==> config.mk <==
export PLATFORM = sky130hd
export DESIGN_NAME = mc_control_fsm_flat
export DESIGN_NICKNAME = d
export VERILOG_FILES = /design/src/rtl/mc_ctrl_pkg.sv /design/src/rtl/mc_control_fsm_if.sv /design/src/rtl/mc_alu_decode.sv /design/src/rtl/mc_control_fsm.sv /design/src/flat_wrapper.sv
export SDC_FILE = /design/constraint.sdc
export NUM_CORES = 1
export LEC_CHECK = 0
export ABC_AREA = 1
export BUFFER_PORTS_ARGS = -buffer_cell sky130_fd_sc_hd__buf_2
export CAP_MARGIN = 5
export CORE_MARGIN = 5
export CORE_UTILIZATION = 40
export DETAILED_ROUTE_END_ITERATION = 16
export PLACE_DENSITY_LB_ADDON = 0.08
export SETUP_SLACK_MARGIN = 0.02
export SLEW_MARGIN = 25
export SYNTH_ARGS = -nofsm -noshare
export SYNTH_HDL_FRONTEND = slang
export SYNTH_SLANG_ARGS = --single-unit
==> constraint.sdc <==
create_clock -name clk -period 3.45 [get_ports clk]
set_input_delay 0.69 -clock clk [delete_from_list [all_inputs] [get_ports clk]]
set_output_delay 0.69 -clock clk [all_outputs]
set_load 0.02 [all_outputs]
==> src/rtl/mc_ctrl_pkg.sv <==
// rtl/mc_ctrl_pkg.sv - shared state, opcode, funct, ALU and mux-select encodings (MC_JUMP_EN adds the jump select)
package mc_ctrl_pkg;

    typedef enum logic [3:0] {
        S_FETCH  = 4'd0,
        S_DECODE = 4'd1,
        S_MEMADR = 4'd2,
        S_MEMRD  = 4'd3,
        S_MEMWB  = 4'd4,
        S_MEMWR  = 4'd5,
        S_EXEC   = 4'd6,
        S_ALUWB  = 4'd7,
        S_ADDIEX = 4'd8,
        S_ADDIWB = 4'd9,
        S_BRANCH = 4'd10,
        S_JUMP   = 4'd11,
        S_TRAP   = 4'd12
    } state_e;

    localparam logic [5:0] OP_R    = 6'b000000;
    localparam logic [5:0] OP_LW   = 6'b100011;
    localparam logic [5:0] OP_SW   = 6'b101011;
    localparam logic [5:0] OP_ADDI = 6'b001000;
    localparam logic [5:0] OP_BEQ  = 6'b000100;
    localparam logic [5:0] OP_J    = 6'b000010;

    localparam logic [5:0] FN_ADD = 6'b100000;
    localparam logic [5:0] FN_SUB = 6'b100010;
    localparam logic [5:0] FN_AND = 6'b100100;
    localparam logic [5:0] FN_OR  = 6'b100101;
    localparam logic [5:0] FN_XOR = 6'b100110;

    localparam logic [2:0] ALU_ADD = 3'b101;
    localparam logic [2:0] ALU_SUB = 3'b110;
    localparam logic [2:0] ALU_AND = 3'b001;
    localparam logic [2:0] ALU_OR  = 3'b011;
    localparam logic [2:0] ALU_XOR = 3'b010;

    localparam logic [1:0] SRCB_RT      = 2'b00;
    localparam logic [1:0] SRCB_FOUR    = 2'b01;
    localparam logic [1:0] SRCB_IMM     = 2'b10;
    localparam logic [1:0] SRCB_IMM_SH2 = 2'b11;

    localparam logic [1:0] PC_SRC_ALU    = 2'b00;
    localparam logic [1:0] PC_SRC_ALUOUT = 2'b01;
`ifdef MC_JUMP_EN
    localparam logic [1:0] PC_SRC_JUMP   = 2'b10;
`endif

    // States that own the memory port and therefore wait on mem_ready.
    function automatic logic is_mem_state(input state_e s);
        return (s == S_FETCH) || (s == S_MEMRD) || (s == S_MEMWR);
    endfunction

endpackage

==> src/rtl/mc_control_fsm_if.sv <==
// rtl/mc_control_fsm_if.sv - instruction/memory status inputs and datapath control outputs of the sequencer
interface mc_control_fsm_if;
    logic [31:0] instr;
    logic        zero;
    logic        mem_ready;
    logic        pc_en;
    logic        ir_write;
    logic        iord;
    logic        mem_read;
    logic        mem_write;
    logic        reg_dst;
    logic        mem_to_reg;
    logic        reg_write;
    logic        alu_src_a;
    logic [1:0]  alu_src_b;
    logic [2:0]  alu_control;
    logic [1:0]  pc_src;
    logic        instr_done;
    logic        illegal;
    logic        timeout;

    modport master (
        input  instr, zero, mem_ready,
        output pc_en, ir_write, iord, mem_read, mem_write, reg_dst, mem_to_reg,
               reg_write, alu_src_a, alu_src_b, alu_control, pc_src,
               instr_done, illegal, timeout
    );

    modport slave (
        output instr, zero, mem_ready,
        input  pc_en, ir_write, iord, mem_read, mem_write, reg_dst, mem_to_reg,
               reg_write, alu_src_a, alu_src_b, alu_control, pc_src,
               instr_done, illegal, timeout
    );
endinterface

==> src/rtl/mc_alu_decode.sv <==
// rtl/mc_alu_decode.sv - R-type funct field to ALU operation code plus legality flag
module mc_alu_decode
    import mc_ctrl_pkg::*;
(
    input  logic [5:0] funct_i,
    output logic [2:0] alu_control_o,
    output logic       funct_valid_o
);

    always_comb begin
        alu_control_o = ALU_ADD;
        funct_valid_o = 1'b1;
        case (funct_i)
            FN_ADD:  alu_control_o = ALU_ADD;
            FN_SUB:  alu_control_o = ALU_SUB;
            FN_AND:  alu_control_o = ALU_AND;
            FN_OR:   alu_control_o = ALU_OR;
            FN_XOR:  alu_control_o = ALU_XOR;
            default: funct_valid_o = 1'b0;
        endcase
    end

endmodule

==> src/rtl/mc_control_fsm.sv <==
// rtl/mc_control_fsm.sv - multi-cycle MIPS control sequencer with memory-wait timeout and illegal trap
// Optional: define MC_JUMP_EN to decode J (opcode 000010) instead of trapping on it.
module mc_control_fsm
    import mc_ctrl_pkg::*;
#(
    parameter int WAIT_MAX = 15,
    parameter int CNT_W    = 4
) (
    input  logic clk,
    input  logic rst_n,
    mc_control_fsm_if.master bus
);

    state_e           state_q, state_d;
    logic [CNT_W-1:0] cnt_q, cnt_d;
    logic             illegal_q, illegal_d;
    logic             timeout_q, timeout_d;

    logic [5:0] opcode;
    logic [5:0] funct;
    logic [2:0] funct_alu;
    logic       funct_valid;
    logic       mem_wait;
    logic       limit_hit;
    logic       unused_instr_bits;

    assign opcode            = bus.instr[31:26];
    assign funct             = bus.instr[5:0];
    assign unused_instr_bits = ^bus.instr[25:6];

    mc_alu_decode u_alu_decode (
        .funct_i       (funct),
        .alu_control_o (funct_alu),
        .funct_valid_o (funct_valid)
    );

    // A request is pending only while a memory state sees no ready.
    assign mem_wait  = is_mem_state(state_q) && !bus.mem_ready;
    assign limit_hit = (WAIT_MAX != 0) && (cnt_q == CNT_W'(WAIT_MAX));

    always_ff @(posedge clk or negedge rst_n) begin
        if (!rst_n) begin
            state_q   <= S_FETCH;
            cnt_q     <= '0;
            illegal_q <= 1'b0;
            timeout_q <= 1'b0;
        end else begin
            state_q   <= state_d;
            cnt_q     <= cnt_d;
            illegal_q <= illegal_d;
            timeout_q <= timeout_d;
        end
    end

    always_comb begin
        state_d   = state_q;
        cnt_d     = '0;
        illegal_d = illegal_q;
        timeout_d = timeout_q;
        case (state_q)
            S_FETCH:  if (bus.mem_ready) state_d = S_DECODE;
            S_DECODE: begin
                case (opcode)
                    OP_R: begin
                        if (funct_valid) begin
                            state_d = S_EXEC;
                        end else begin
                            state_d   = S_TRAP;
                            illegal_d = 1'b1;
                        end
                    end
                    OP_LW, OP_SW: state_d = S_MEMADR;
                    OP_ADDI:      state_d = S_ADDIEX;
                    OP_BEQ:       state_d = S_BRANCH;
                    OP_J: begin
`ifdef MC_JUMP_EN
                        state_d = S_JUMP;
`else
                        state_d   = S_TRAP;
                        illegal_d = 1'b1;
`endif
                    end
                    default: begin
                        state_d   = S_TRAP;
                        illegal_d = 1'b1;
                    end
                endcase
            end
            S_MEMADR: state_d = (opcode == OP_LW) ? S_MEMRD : S_MEMWR;
            S_MEMRD:  if (bus.mem_ready) state_d = S_MEMWB;
            S_MEMWB:  state_d = S_FETCH;
            S_MEMWR:  if (bus.mem_ready) state_d = S_FETCH;
            S_EXEC:   state_d = S_ALUWB;
            S_ALUWB:  state_d = S_FETCH;
            S_ADDIEX: state_d = S_ADDIWB;
            S_ADDIWB: state_d = S_FETCH;
            S_BRANCH: state_d = S_FETCH;
`ifdef MC_JUMP_EN
            S_JUMP:   state_d = S_FETCH;
`endif
            default:  state_d = S_TRAP;
        endcase

        // Ready on the limit cycle already left the state above; only a miss traps.
        if (mem_wait) begin
            if (limit_hit) begin
                state_d   = S_TRAP;
                timeout_d = 1'b1;
            end else begin
                cnt_d = (cnt_q == CNT_W'(WAIT_MAX)) ? cnt_q : cnt_q + CNT_W'(1);
            end
        end
    end

    logic       pc_en_c, ir_write_c, mem_read_c, mem_write_c, reg_write_c, instr_done_c;
    logic       iord_c, reg_dst_c, mem_to_reg_c, alu_src_a_c;
    logic [1:0] alu_src_b_c, pc_src_c;
    logic [2:0] alu_control_c;

    always_comb begin
        pc_en_c       = 1'b0;
        ir_write_c    = 1'b0;
        mem_read_c    = 1'b0;
        mem_write_c   = 1'b0;
        reg_write_c   = 1'b0;
        instr_done_c  = 1'b0;
        iord_c        = 1'b0;
        reg_dst_c     = 1'b0;
        mem_to_reg_c  = 1'b0;
        alu_src_a_c   = 1'b0;
        alu_src_b_c   = SRCB_RT;
        pc_src_c      = PC_SRC_ALU;
        alu_control_c = 3'b000;
        case (state_q)
            S_FETCH: begin
                mem_read_c    = 1'b1;
                alu_src_b_c   = SRCB_FOUR;
                alu_control_c = ALU_ADD;
                pc_src_c      = PC_SRC_ALU;
                ir_write_c    = bus.mem_ready;
                pc_en_c       = bus.mem_ready;
            end
            S_DECODE: begin
                alu_src_b_c   = SRCB_IMM_SH2;
                alu_control_c = ALU_ADD;
            end
            S_MEMADR, S_ADDIEX: begin
                alu_src_a_c   = 1'b1;
                alu_src_b_c   = SRCB_IMM;
                alu_control_c = ALU_ADD;
            end
            S_MEMRD: begin
                mem_read_c = 1'b1;
                iord_c     = 1'b1;
            end
            S_MEMWB: begin
                mem_to_reg_c = 1'b1;
                reg_write_c  = 1'b1;
                instr_done_c = 1'b1;
            end
            S_MEMWR: begin
                mem_write_c  = 1'b1;
                iord_c       = 1'b1;
                instr_done_c = bus.mem_ready;
            end
            S_EXEC: begin
                alu_src_a_c   = 1'b1;
                alu_src_b_c   = SRCB_RT;
                alu_control_c = funct_alu;
            end
            S_ALUWB: begin
                reg_dst_c    = 1'b1;
                reg_write_c  = 1'b1;
                instr_done_c = 1'b1;
            end
            S_ADDIWB: begin
                reg_write_c  = 1'b1;
                instr_done_c = 1'b1;
            end
            S_BRANCH: begin
                alu_src_a_c   = 1'b1;
                alu_src_b_c   = SRCB_RT;
                alu_control_c = ALU_SUB;
                pc_src_c      = PC_SRC_ALUOUT;
                pc_en_c       = bus.zero;
                instr_done_c  = 1'b1;
            end
`ifdef MC_JUMP_EN
            S_JUMP: begin
                pc_src_c     = PC_SRC_JUMP;
                pc_en_c      = 1'b1;
                instr_done_c = 1'b1;
            end
`endif
            default: ;
        endcase
    end

    // Strobes are gated by reset directly so an asserted reset kills an access without waiting for a clock.
    assign bus.pc_en       = pc_en_c      & rst_n;
    assign bus.ir_write    = ir_write_c   & rst_n;
    assign bus.mem_read    = mem_read_c   & rst_n;
    assign bus.mem_write   = mem_write_c  & rst_n;
    assign bus.reg_write   = reg_write_c  & rst_n;
    assign bus.instr_done  = instr_done_c & rst_n;
    assign bus.iord        = iord_c;
    assign bus.reg_dst     = reg_dst_c;
    assign bus.mem_to_reg  = mem_to_reg_c;
    assign bus.alu_src_a   = alu_src_a_c;
    assign bus.alu_src_b   = alu_src_b_c;
    assign bus.alu_control = alu_control_c;
    assign bus.pc_src      = pc_src_c;
    assign bus.illegal     = illegal_q;
    assign bus.timeout     = timeout_q;

endmodule

==> src/flat_wrapper.sv <==
// flat-port wrapper written by rule: the top's interface ports become plain ports
module mc_control_fsm_flat import mc_ctrl_pkg::*;
#(
    parameter int WAIT_MAX = 15,
    parameter int CNT_W    = 4
)
  (clk, rst_n, bus_instr, bus_zero, bus_mem_ready, bus_pc_en, bus_ir_write, bus_iord, bus_mem_read, bus_mem_write, bus_reg_dst, bus_mem_to_reg, bus_reg_write, bus_alu_src_a, bus_alu_src_b, bus_alu_control, bus_pc_src, bus_instr_done, bus_illegal, bus_timeout);
  mc_control_fsm_if bus_i ();
  input  logic clk;
  input  logic rst_n;
  input wire logic [$bits(bus_i.instr)-1:0] bus_instr;
  input wire logic [$bits(bus_i.zero)-1:0] bus_zero;
  input wire logic [$bits(bus_i.mem_ready)-1:0] bus_mem_ready;
  output wire logic [$bits(bus_i.pc_en)-1:0] bus_pc_en;
  output wire logic [$bits(bus_i.ir_write)-1:0] bus_ir_write;
  output wire logic [$bits(bus_i.iord)-1:0] bus_iord;
  output wire logic [$bits(bus_i.mem_read)-1:0] bus_mem_read;
  output wire logic [$bits(bus_i.mem_write)-1:0] bus_mem_write;
  output wire logic [$bits(bus_i.reg_dst)-1:0] bus_reg_dst;
  output wire logic [$bits(bus_i.mem_to_reg)-1:0] bus_mem_to_reg;
  output wire logic [$bits(bus_i.reg_write)-1:0] bus_reg_write;
  output wire logic [$bits(bus_i.alu_src_a)-1:0] bus_alu_src_a;
  output wire logic [$bits(bus_i.alu_src_b)-1:0] bus_alu_src_b;
  output wire logic [$bits(bus_i.alu_control)-1:0] bus_alu_control;
  output wire logic [$bits(bus_i.pc_src)-1:0] bus_pc_src;
  output wire logic [$bits(bus_i.instr_done)-1:0] bus_instr_done;
  output wire logic [$bits(bus_i.illegal)-1:0] bus_illegal;
  output wire logic [$bits(bus_i.timeout)-1:0] bus_timeout;
  assign bus_i.instr = bus_instr;
  assign bus_i.zero = bus_zero;
  assign bus_i.mem_ready = bus_mem_ready;
  assign bus_pc_en = bus_i.pc_en;
  assign bus_ir_write = bus_i.ir_write;
  assign bus_iord = bus_i.iord;
  assign bus_mem_read = bus_i.mem_read;
  assign bus_mem_write = bus_i.mem_write;
  assign bus_reg_dst = bus_i.reg_dst;
  assign bus_mem_to_reg = bus_i.mem_to_reg;
  assign bus_reg_write = bus_i.reg_write;
  assign bus_alu_src_a = bus_i.alu_src_a;
  assign bus_alu_src_b = bus_i.alu_src_b;
  assign bus_alu_control = bus_i.alu_control;
  assign bus_pc_src = bus_i.pc_src;
  assign bus_instr_done = bus_i.instr_done;
  assign bus_illegal = bus_i.illegal;
  assign bus_timeout = bus_i.timeout;
  mc_control_fsm #(.WAIT_MAX(WAIT_MAX), .CNT_W(CNT_W)) u_core (.clk(clk), .rst_n(rst_n), .bus(bus_i));
endmodule
==> summary.md <==
| Metric | Value |
|---|---|
| Status | complete, no violations |
| Post-synthesis mux area share | 0% |
| CTS Buf Count | 3 |
| Post-DP HPWL | 1760 microns |
| GRT overflow | 0 |
| Mapped Cells | 149 |
| RSZ-0062 raised after global routing | no |
| Crit Path Class | register to output port |
| Worst-case reg-to-reg path depth | 6 |
| Area Overhead vs Synth | 24.4% |
| Share of layout cells above drive strength 1 | 26.1% |
| Root Buffer | clkbuf_4 |
| Row cnt | 17 |
| NetSw | 0.0565 mW |
| Largest net degree at the start of global routing | 14 |
| Mapped cell area | 881 sq um |
| Synth Area in Compound Gates | 10.1% |
| CP max FO | 5 |
| Xor-xnor portion of the synthesized cell area | 0.994% |
| Die Y-Extent | 56.9 microns |
| FF-to-FF Start | u_core.state_q[3] |
| Top area cells in the synthesized netlist | dfrtp_1 (28%), nand2_1 (14%), inv_1 (12%) |
| Simple logic cell fraction of the synthesized area | 44.2% |
| Total clock sinks | 10 |
| R2r setup slk | 2.06 ns |
| Hold Vio Cnt, Final | 0 |
| Post-route cell area | 0.00110 sq mm |
| I/O Pins | 55 |
| Worst Skew | 0.00348 ns |
| DP Area | 0.00107 sq mm |
| Total wire length | 2060 microns |
| Post-layout util | 51.0% |
| Ys Warns | 0 |
| Final setup vio count | 0 |
| Internal | 0.169 mW |
| Leakage power | 0.648 nW |
| Final std cells w/o fill | 212 |
| Adder-Cell Fraction of Synth Area | 1.42% |
| Net Sw Frac | 25.1% |
| Worst-Skew Late Latency | 0.26 ns |
| Nets | 223 |
| Hold_buf cts | 0 |
| Initial antenna violation count | 0 |
| Post-synth top area cell | dfrtp_1 |
| Resize count post-CTS | 0 |
| Sequential share of power | 52.3% |
| Diodes inserted | 0 |
| Period utilization | 67.2% |
| Routability Congestion | 0.789 |
| CP arrival | 1.63 ns |
| Top cell type's share of synthesized area | 28.4% |
| Placed cell count | 209 |
| Power share of the combinational group | 12.7% |
| Starting DRT DRC Count | 19 |
| Worst hold-check path type | primary input to async pin |
| Count of cell types in the netlist | 22 |
| #FFs+latches synth | 10 |
| Pwr Total | 0.225 mW |
| Final hold slack | 0.301 ns |
| CTS tree | done |
| RR Endpoint | u_core.state_q[0] |
| Vias in the first global route | 878 |
| Max-Cap Viols | 0 |
| Syn_nets | 186 |
| Worst setup SP type | register |
| Main combinational cell family by area after synthesis | simple AND/OR/NAND/NOR gates |
| Slack of the critical path | 1.13 ns |
| Worst path required time | 2.76 ns |
| Cell Pwr Density | 205 mW/mm^2 |
| CTS clk-pin slew, worst paths | 0.06 ns |
| CP endpoint kind | output port |
| Max clock buf depth | 2 |
| Setup TNS | 0 ns |
| ANT nets after route | 0 |
| CORE AREA | 0.00215 sq mm |
| First-pass GRT wire length | 3440 microns |
| DR WL/cell | 9.73 microns |
| Sequential fraction of the synthesis area | 28.4% |
| VDD IR max | 0.000153 V |
| Max Freq | 432 MHz |
| Via count | 980 |
| Via density | 4.62 |
| Starting Density | 41.0% |
| Clock period minus worst slack | 2.32 ns |
| Post-CTS Setup Bufs | 0 |
| Count of unresolved DRC violations after routing | 0 |
| Total track usage | 13.1% |
| IO Port Bufs | 33 |
| Dpl ws | 1.17 ns |
| Die Wd | 56.9 microns |
| Layout filler cell count | 235 |
| Syn_area_per_cell | 5.91 sq um |
| Clock share of power | 34.9% |
| H-tree depth | 1 |
| Die area | 0.00324 sq mm |
| Initial DRT Pass Iterations | 4 |
| Max-slew violations | 0 |
[sequential cells by signal, summed over array words and instances (netlist names)]
name,count
u_core.cnt_q,4
u_core.state_q,4
u_core.bus.illegal,1
u_core.bus.timeout,1
[power groups by stage]
stage	clock [mW]	combinational [mW]	sequential, mW
after global routing	0.0910	0.0332	0.118
after global placement	0	0.0281	0.120
after CTS	0.0820	0.0291	0.118
after floorplan	0	0.0131	0.121
after detailed placement	0	0.0290	0.120
final	0.0786	0.0287	0.118
[per-layer routing]
layer	up-vias	part of all wire, %	track usage, %
met2	19	49	22.7
met3	2	5.2	3.22
met4	0	0.44	5.30
li1	533	-	-
met5	-	0	0
met1	426	45	15.3
[how the worst max path moves through the flow]
stage	slack [ns]	to	startpoint
after floorplan	1.34	bus_alu_control[0]	bus_instr[5]
after global placement	1.19	bus_alu_control[2]	bus_instr[4]
after detailed placement	1.17	bus_instr_done	rst_n
after CTS	1.13	bus_alu_control[0]	u_core.state_q[3]
after global routing	1.00	bus_alu_control[0]	u_core.state_q[3]
final	1.13	bus_alu_control[0]	u_core.state_q[3]
[critical path: stages, from the launching register on]
cell and delay, ns:
dfrtp_1 0.44, nor2_2 0.23, inv_2 0.07, nor2_1 0.13, inv_1 0.07, nand2_1 0.11
nor2_1 0.07, o21ai_0 0.06, buf_2 0.18
[cell type report]
class / count / area [sq um] / area share, %
clock buffer: 3 / 22.5 / 2.05
multi-input combinational: 106 / 503 / 45.9
sequential: 10 / 250 / 22.8
tap: 28 / 35.0 / 3.20
timing repair buffer: 33 / 165 / 15.1
inverter: 32 / 120 / 11.0
[kinds of logic after synthesis]
kind of cell / after synthesis
AOI/OAI and AO/OA: 13
other: 1
adders and majority gates: 1
and+or+nand+nor: 90
xor gates and xnor gates: 1
buffers and inverters: 33
DFF: 10
[synth_stat cells]
master and n:
or2_1 1, o21ai_0 6, a21oi_1 3, dfrtp_1 10, nor4_1 2, nand2_1 33, inv_2 3, xor2_1 1
o31ai_1 1, inv_1 29, a22oi_1 1, nand3_1 11, buf_4 1, nand2_2 4, ha_1 1, nor3_1 6
nor2_1 28, nand4_1 1, a21o_1 1, a31oi_4 1, conb_1 1, nor2_2 4
[layout by cell type (no fill, tap or decap)]
cell type and instances:
buf_2 33, nor4_1 2, nand2_1 33, conb_1 1, or2_1 1, nand2_2 4
dfrtp_1 10, a22oi_1 1, nand3_1 11, inv_2 3, nor3_1 6, a21o_1 1
a31oi_4 1, nor2_2 4, xor2_1 1, nand4_1 1, a21oi_1 3, o31ai_1 1
clkbuf_4 3, o21ai_0 6, nor2_1 28, ha_1 1, inv_1 29
Note: power is estimated with default switching activity, not from simulation.
